--- src/rtl/riscv_dmem_arbiter.sv ---
// riscv_dmem_arbiter
// Shares one single-port synchronous data memory between the core's MEM stage
// (cpu) and a debug/loader port (dbg). Each access takes three cycles:
// IDLE (arbitrate and latch the request), ACCESS (drive memory), RESP (ack and
// return data). Contention is resolved round-robin, starting with the cpu
// after reset. The block also generates the MEM-stage stall and keeps a
// saturating count of stall cycles.
//
// Ports:
//   clk, rst                      clock, synchronous active-high reset
//   cpu_req/we/addr/wdata         cpu request, held until cpu_ack
//   cpu_ack, cpu_rdata            one-cycle completion pulse, load data
//   cpu_stall                     cpu_req & ~cpu_ack
//   dbg_req/we/addr/wdata         debug request, held until dbg_ack
//   dbg_ack, dbg_rdata            one-cycle completion pulse, read data
//   mem_en/we/addr/wdata          memory command, driven in ACCESS only
//   mem_rdata                     memory read data, valid the cycle after mem_en
//   stall_cnt                     saturating count of cpu_stall cycles
module riscv_dmem_arbiter #(
  parameter int ADDR_W = 32,
  parameter int DATA_W = 32,
  parameter int CNT_W  = 32
) (
  input  logic              clk,
  input  logic              rst,
  input  logic              cpu_req,
  input  logic              cpu_we,
  input  logic [ADDR_W-1:0] cpu_addr,
  input  logic [DATA_W-1:0] cpu_wdata,
  output logic              cpu_ack,
  output logic [DATA_W-1:0] cpu_rdata,
  output logic              cpu_stall,
  input  logic              dbg_req,
  input  logic              dbg_we,
  input  logic [ADDR_W-1:0] dbg_addr,
  input  logic [DATA_W-1:0] dbg_wdata,
  output logic              dbg_ack,
  output logic [DATA_W-1:0] dbg_rdata,
  output logic              mem_en,
  output logic              mem_we,
  output logic [ADDR_W-1:0] mem_addr,
  output logic [DATA_W-1:0] mem_wdata,
  input  logic [DATA_W-1:0] mem_rdata,
  output logic [CNT_W-1:0]  stall_cnt
);

  typedef enum logic [1:0] {S_IDLE, S_ACCESS, S_RESP} state_t;
  localparam logic GNT_CPU = 1'b0;
  localparam logic GNT_DBG = 1'b1;

  state_t            state_q, state_d;
  logic              last_grant_q, last_grant_d;
  logic              win_q, win_d;
  logic              we_q, we_d;
  logic [ADDR_W-1:0] addr_q, addr_d;
  logic [DATA_W-1:0] wdata_q, wdata_d;
  logic [DATA_W-1:0] cpu_rdata_q, cpu_rdata_d;
  logic [DATA_W-1:0] dbg_rdata_q, dbg_rdata_d;
  logic [CNT_W-1:0]  stall_cnt_q, stall_cnt_d;
  logic              pick;

  // State register. Reset also kills an in-flight access: no ack is produced.
  always_ff @(posedge clk) begin
    if (rst) begin
      state_q      <= S_IDLE;
      last_grant_q <= GNT_DBG;  // cpu wins the first contention
      win_q        <= GNT_CPU;
      we_q         <= 1'b0;
      addr_q       <= '0;
      wdata_q      <= '0;
      cpu_rdata_q  <= '0;
      dbg_rdata_q  <= '0;
      stall_cnt_q  <= '0;
    end else begin
      state_q      <= state_d;
      last_grant_q <= last_grant_d;
      win_q        <= win_d;
      we_q         <= we_d;
      addr_q       <= addr_d;
      wdata_q      <= wdata_d;
      cpu_rdata_q  <= cpu_rdata_d;
      dbg_rdata_q  <= dbg_rdata_d;
      stall_cnt_q  <= stall_cnt_d;
    end
  end

  // Next-state and datapath latching.
  always_comb begin
    state_d      = state_q;
    last_grant_d = last_grant_q;
    win_d        = win_q;
    we_d         = we_q;
    addr_d       = addr_q;
    wdata_d      = wdata_q;
    pick         = GNT_CPU;
    // With both requesting, the one not served last wins.
    if (cpu_req && dbg_req) pick = ~last_grant_q;
    else if (dbg_req)       pick = GNT_DBG;
    case (state_q)
      S_IDLE: begin
        if (cpu_req || dbg_req) begin
          win_d        = pick;
          last_grant_d = pick;
          we_d         = (pick == GNT_DBG) ? dbg_we    : cpu_we;
          addr_d       = (pick == GNT_DBG) ? dbg_addr  : cpu_addr;
          wdata_d      = (pick == GNT_DBG) ? dbg_wdata : cpu_wdata;
          state_d      = S_ACCESS;
        end
      end
      S_ACCESS: state_d = S_RESP;
      default:  state_d = S_IDLE;
    endcase
  end

  // Output decode.
  always_comb begin
    mem_en    = (state_q == S_ACCESS);
    mem_we    = mem_en && we_q;
    cpu_ack   = (state_q == S_RESP) && (win_q == GNT_CPU);
    dbg_ack   = (state_q == S_RESP) && (win_q == GNT_DBG);
    cpu_rdata = cpu_ack ? mem_rdata : cpu_rdata_q;
    dbg_rdata = dbg_ack ? mem_rdata : dbg_rdata_q;
    cpu_stall = cpu_req && !cpu_ack;
  end

  // Writes capture mem_rdata too; the value is meaningless but held.
  assign cpu_rdata_d = cpu_rdata;
  assign dbg_rdata_d = dbg_rdata;
  assign stall_cnt_d = (cpu_stall && (stall_cnt_q != {CNT_W{1'b1}}))
                       ? stall_cnt_q + CNT_W'(1) : stall_cnt_q;

  // Memory command comes from the latched copy, never the live inputs.
  assign mem_addr  = addr_q;
  assign mem_wdata = wdata_q;
  assign stall_cnt = stall_cnt_q;

endmodule

--- config.mk ---
export PLATFORM = sky130hd
export DESIGN_NAME = riscv_dmem_arbiter
export DESIGN_NICKNAME = d
export VERILOG_FILES = /design/src/rtl/riscv_dmem_arbiter.sv
export SDC_FILE = /design/constraint.sdc
export NUM_CORES = 1
export LEC_CHECK = 0
export CAP_MARGIN = 20
export CORE_MARGIN = 4
export CORE_UTILIZATION = 38
export CTS_CLUSTER_SIZE = 25
export DETAILED_ROUTE_END_ITERATION = 7
export GPL_TIMING_DRIVEN = 0
export HOLD_SLACK_MARGIN = 0.05
export PLACE_DENSITY = 0.83
export SETUP_SLACK_MARGIN = 0.05
export SYNTH_ARGS = -nofsm -noshare
export SYNTH_HDL_FRONTEND = slang
export SYNTH_SLANG_ARGS = --single-unit
export TNS_END_PERCENT = 1
--- constraint.sdc ---
create_clock -name clk -period 2 [get_ports clk]
set_input_delay 0.6 -clock clk [delete_from_list [all_inputs] [get_ports clk]]
set_output_delay 0.6 -clock clk [all_outputs]
set_load 0.02 [all_outputs]
* Word-level counts from Yosys, hierarchy flattened *
Cells that the tools add are included.

operators by class
  add/subtract/negate cells = 1
  multipliers = 0
  div/mod/pow operators = 0
  $lt $le $gt $ge = 0
  equal/unequal tests = 4
  shift operators = 0
  muxes and demuxes = 9
  bitwise operators = 2
  reduce and logical (&&, ||, !) cells = 10

operators with widths
  operator               number
  $mux 32                4
  $add 32x1->32 const B  1
  $ne 32x32->1 const B   1
  $logic_and 1x1->1      6
  $pmux 2 s2             1
  $mux 1                 3
  $eq 2x1->1 const B     1
  $eq 2x2->1 const B     1
  $logic_not 2->1        1
  $mux 2                 1
  $ne 2x2->1 const B     1
  $not 1->1              2
  $reduce_and 2->1       1
  $logic_not 1->1        1
  $logic_or 1x1->1       1

storage, ports and cells
  bits in registers = 165
  bits in latches = 0
  memory bits (writable) = 0
  bits in read-only memories = 0
  output and inout port bits = 165
  memories kept = 0

* Logic depth before layout (Yosys ltp) *
  depth after elaboration = 5
  gate-level depth with buffers = 8
  depth with buffers taken out = 6

* Worst setup path after synthesis *
Ideal clock, no wire load.

  path type = register to output
  start point = reg state_q[1]
  end point = out cpu_rdata[22]
  arrival = 1.640 ns
  required time = 1.400 ns
  setup slack = -0.240 ns
  cell stages (with the launch flop) = 4
  path buffers = 1
  cells stage by stage = dfxtp_1 > nor3b_2 > clkbuf_1 > mux2_2

between the ends
  word-level cells in the longest chain between the ends = 3

ends and longest elaborated chain
  element                   line  source
  start: declaration        51    state_t state_q, state_d;
  start signal: assignment  75    state_q <= state_d;
  $eq 2x2->1                119   cpu_ack = (state_q == S_RESP) && (win_q == GNT_CPU);
  $logic_and 1x1->1         119
  via cpu_ack               30    output logic cpu_ack,
  $mux 32                   121   cpu_rdata = cpu_ack ? mem_rdata : cpu_rdata_q;
  end: declaration          31    output logic [DATA_W-1:0] cpu_rdata,

The timed path passes the listed nets, and every way through them passes these cells.

* Worst setup path after layout *
  start point = reg state_q[1]
  end point = out cpu_stall

between the ends
  word-level cells in the longest chain between the ends = 4

ends and longest elaborated chain
  element            line  source
  $eq 2x2->1         119
  $logic_and 1x1->1  119
  $logic_not 1->1    123   cpu_stall = cpu_req && !cpu_ack;
  $logic_and 1x1->1  123
  end: declaration   32    output logic cpu_stall,

Every way passes these cells.

==> summary.txt <==
Yosys cell types - 41
DR pass1 iterations - 4
Final Total Pwr - 0.00853 W
Crit Path Class - flip-flop to output pin
Max Slew Vio Count - 0
Fin util - 0.643
CTS tree - yes
Share of cells above drive strength 1 - 0.221
First-pass GRT wire length - 36600 um
Tmin final - 2.43 ns
Crit. End Element - output pin
Post-synthesis cell count - 785
CP max stage delay - 0.33 ns
Max clock buf depth - 2
Most frequent cells in the layout - 164 x clkdlybuf4s50_1, 149 x dfxtp_1, 98 x dlygate4sd2_1
Antenna Cells - 0
Syn nets - 952
Setup TNS - -23.32 ns
FP Rows - 49
Top cell by count, worst path - buf_4
CTS Buf Count - 17
Initial detailed-routing violation count - 276
Crit-path cells - nor3b_4 > buf_12 > buf_4 > nand2b_1 > buf_4 > inv_1 > buf_2
Pleak - 5.07 nW
Peak VDD IR - 0.551 mV
CTS Root Buffer Type - clkbuf_16
Max Fanout on Critical Path - 9
Power Dens Cells - 729 nW/um2
CTS Sinks - 165
Core ar. - 18200 um2
Routed Antenna Nets - 0
GRT Residual Overflow - 0
Max-cap violations - 0
Largest net degree at the start of global routing - 17
Final hold vios - 0
Die Span Y - 145 um
Crit path required time - 1.40 ns
Register bit total from synthesis - 165
Asr flop ratio synth - 0
Area growth syn-to-layout - 64.6%
All-Layer GR Usage - 0.223
Wire per inst - 17.8 um
Achievable Freq - 412 MHz
Failing checks - setup timing
Commonest non-fill, non-tap cell in the layout - clkdlybuf4s50_1
IO buf count - 330
CP Buf/Inv Count - 5
Worst path slowest cell - dfxtp_2
Min Hold Slack - 0.496 ns
Vias - 7134
DP HPWL - 18800 um
Most used DFF post-synth - dfxtp_1
Clock slew at reported path FFs - 0.06 ns
DP Worst Slack - -1.01 ns
Mapped Area - 7110 um2
Final Worst Setup Slack - -0.428 ns
RSZ-0062 raised after global routing - yes
Final setup fails - 74
GP Congestion - 0.821
Initial antenna violation count - 0
Startpoint Class - flip-flop
Yosys warnings - 0
Vias/cell - 5.16
Worst slew pin tran - 0.591 ns
Vias in the first global route - 6982
Clock network latency to the later pin of the worst-skew pair - 0.42 ns
Slew margin rel. - 0.606
Family with the most delay on the worst path - buffers and inverters
Initial core utilization - 0.390
Final period utilization - 1.21
Layout net count - 1309
Layout Skew - 0.00863 ns
Critical path arrival - 1.83 ns
Sequential fraction of the synthesis area - 0.465
DRC errors left - 0
Total Wirelength - 24600 um
Status - complete, but fails checks
Die X - 145 um
Number of enable flip-flop cells after synthesis - 0
# H-tree levels - 4
Ports - 331
Hold WC Path Type - flip-flop to flip-flop
FILL cells - 1513
Synthesized area per cell - 9.06 um2
Die Area - 21000 um2
## synthesized netlist by cell type, drive strengths merged (8+ instances only)
master	instances	area, um2
dfxtp	165	3300
nand2	107	402
nor2	71	267
nor2b	67	419
a211oi	65	488
mux2i	65	651
clkbuf	46	174
mux2	33	372
a21oi	30	150
o31ai	16	120
o21ai	15	75.1
or4	15	113
nand3	14	70.1
or3	14	87.6
buf	13	66.3
and3	8	50.1
nand4	8	56.3
## area by class of cell
cell class	instances	area (um2)	area share
plain buffers	59	478	0.0409
clock buffers	19	443	0.0379
clock inverters	12	129	0.0110
inverters	6	22.5	0.00192
multi-input cells	555	3770	0.323
flip-flops and latches	165	3330	0.285
well taps	229	287	0.0245
repair buffers	338	3230	0.276
## path summary, 6_finish.rpt
| check | startpoint | to | slack, ns | depth (start not counted) |
|---|---|---|---|---|
| worst min-delay path | stall_cnt[11] | stall_cnt[11] | 0.50 | 2 |
| worst max-delay path | state_q[1] | cpu_stall | -0.43 | 7 |
| worst max register to register | state_q[1] | stall_cnt[30] | -0.20 | 10 |
| worst min register to register | stall_cnt[11] | stall_cnt[11] | 0.50 | 2 |
## state kept, by name, summed over array words and instances, names as in the netlist
register,count
stall_cnt,32
dbg_rdata_q,32
mem_wdata,32
cpu_rdata_q,32
we_q,1
mem_addr,32
win_q,1
last_grant_q,1
state_q,2
## report_power, final
part / internal, W / switching [W] / leakage (nW)
combinational: 0.000844 / 0.000888 / 3.44
clock: 0.00186 / 0.00136 / 0.275
sequential: 0.00348 / 0.0000959 / 1.36
total: 0.00619 / 0.00234 / 5.07
## worst reg2reg max path, cell delays in order, from the launching register on
cell,delay (ns)
dfxtp_2,0.33
nor3b_4,0.15
buf_12,0.14
buf_4,0.13
nand2b_1,0.12
buf_4,0.17
inv_1,0.16
o2111ai_1,0.21
clkbuf_4,0.24
or3_1,0.34
a21oi_1,0.15
## cell families after synthesis
group	share of synthesized area
DFF	0.465
and+or+nand+nor	0.227
adders and majority gates	0.00176
muxes	0.144
AOI/OAI and AO/OA	0.126
buffers and inverters	0.0370
## timing repair
item,in CTS,in global routing
hold endpoints to repair,0,0
resized for setup,532,109
pin swaps,8,14
setup endpoints to repair,263,205
hold buffers,0,0
setup buffers,6,2
## through the flow
| stage | instance area [um2] | instances |
|---|---|---|
| after floorplan | 7130 | 785 |
| final | 11700 | 1383 |
| after global routing | 11700 | 1383 |
| after CTS | 11400 | 1381 |
| after detailed placement | 10700 | 1344 |
| after global placement | 10700 | 1344 |
## layer usage
metal	global-route usage	part of all wire	vias up
met5	0	0	-
met3	0.0500	0.059	50
li1	-	-	3466
met1	0.251	0.38	3355
met2	0.404	0.53	263
met4	0.0923	0.035	0
Power figures use the tool's default switching activity.
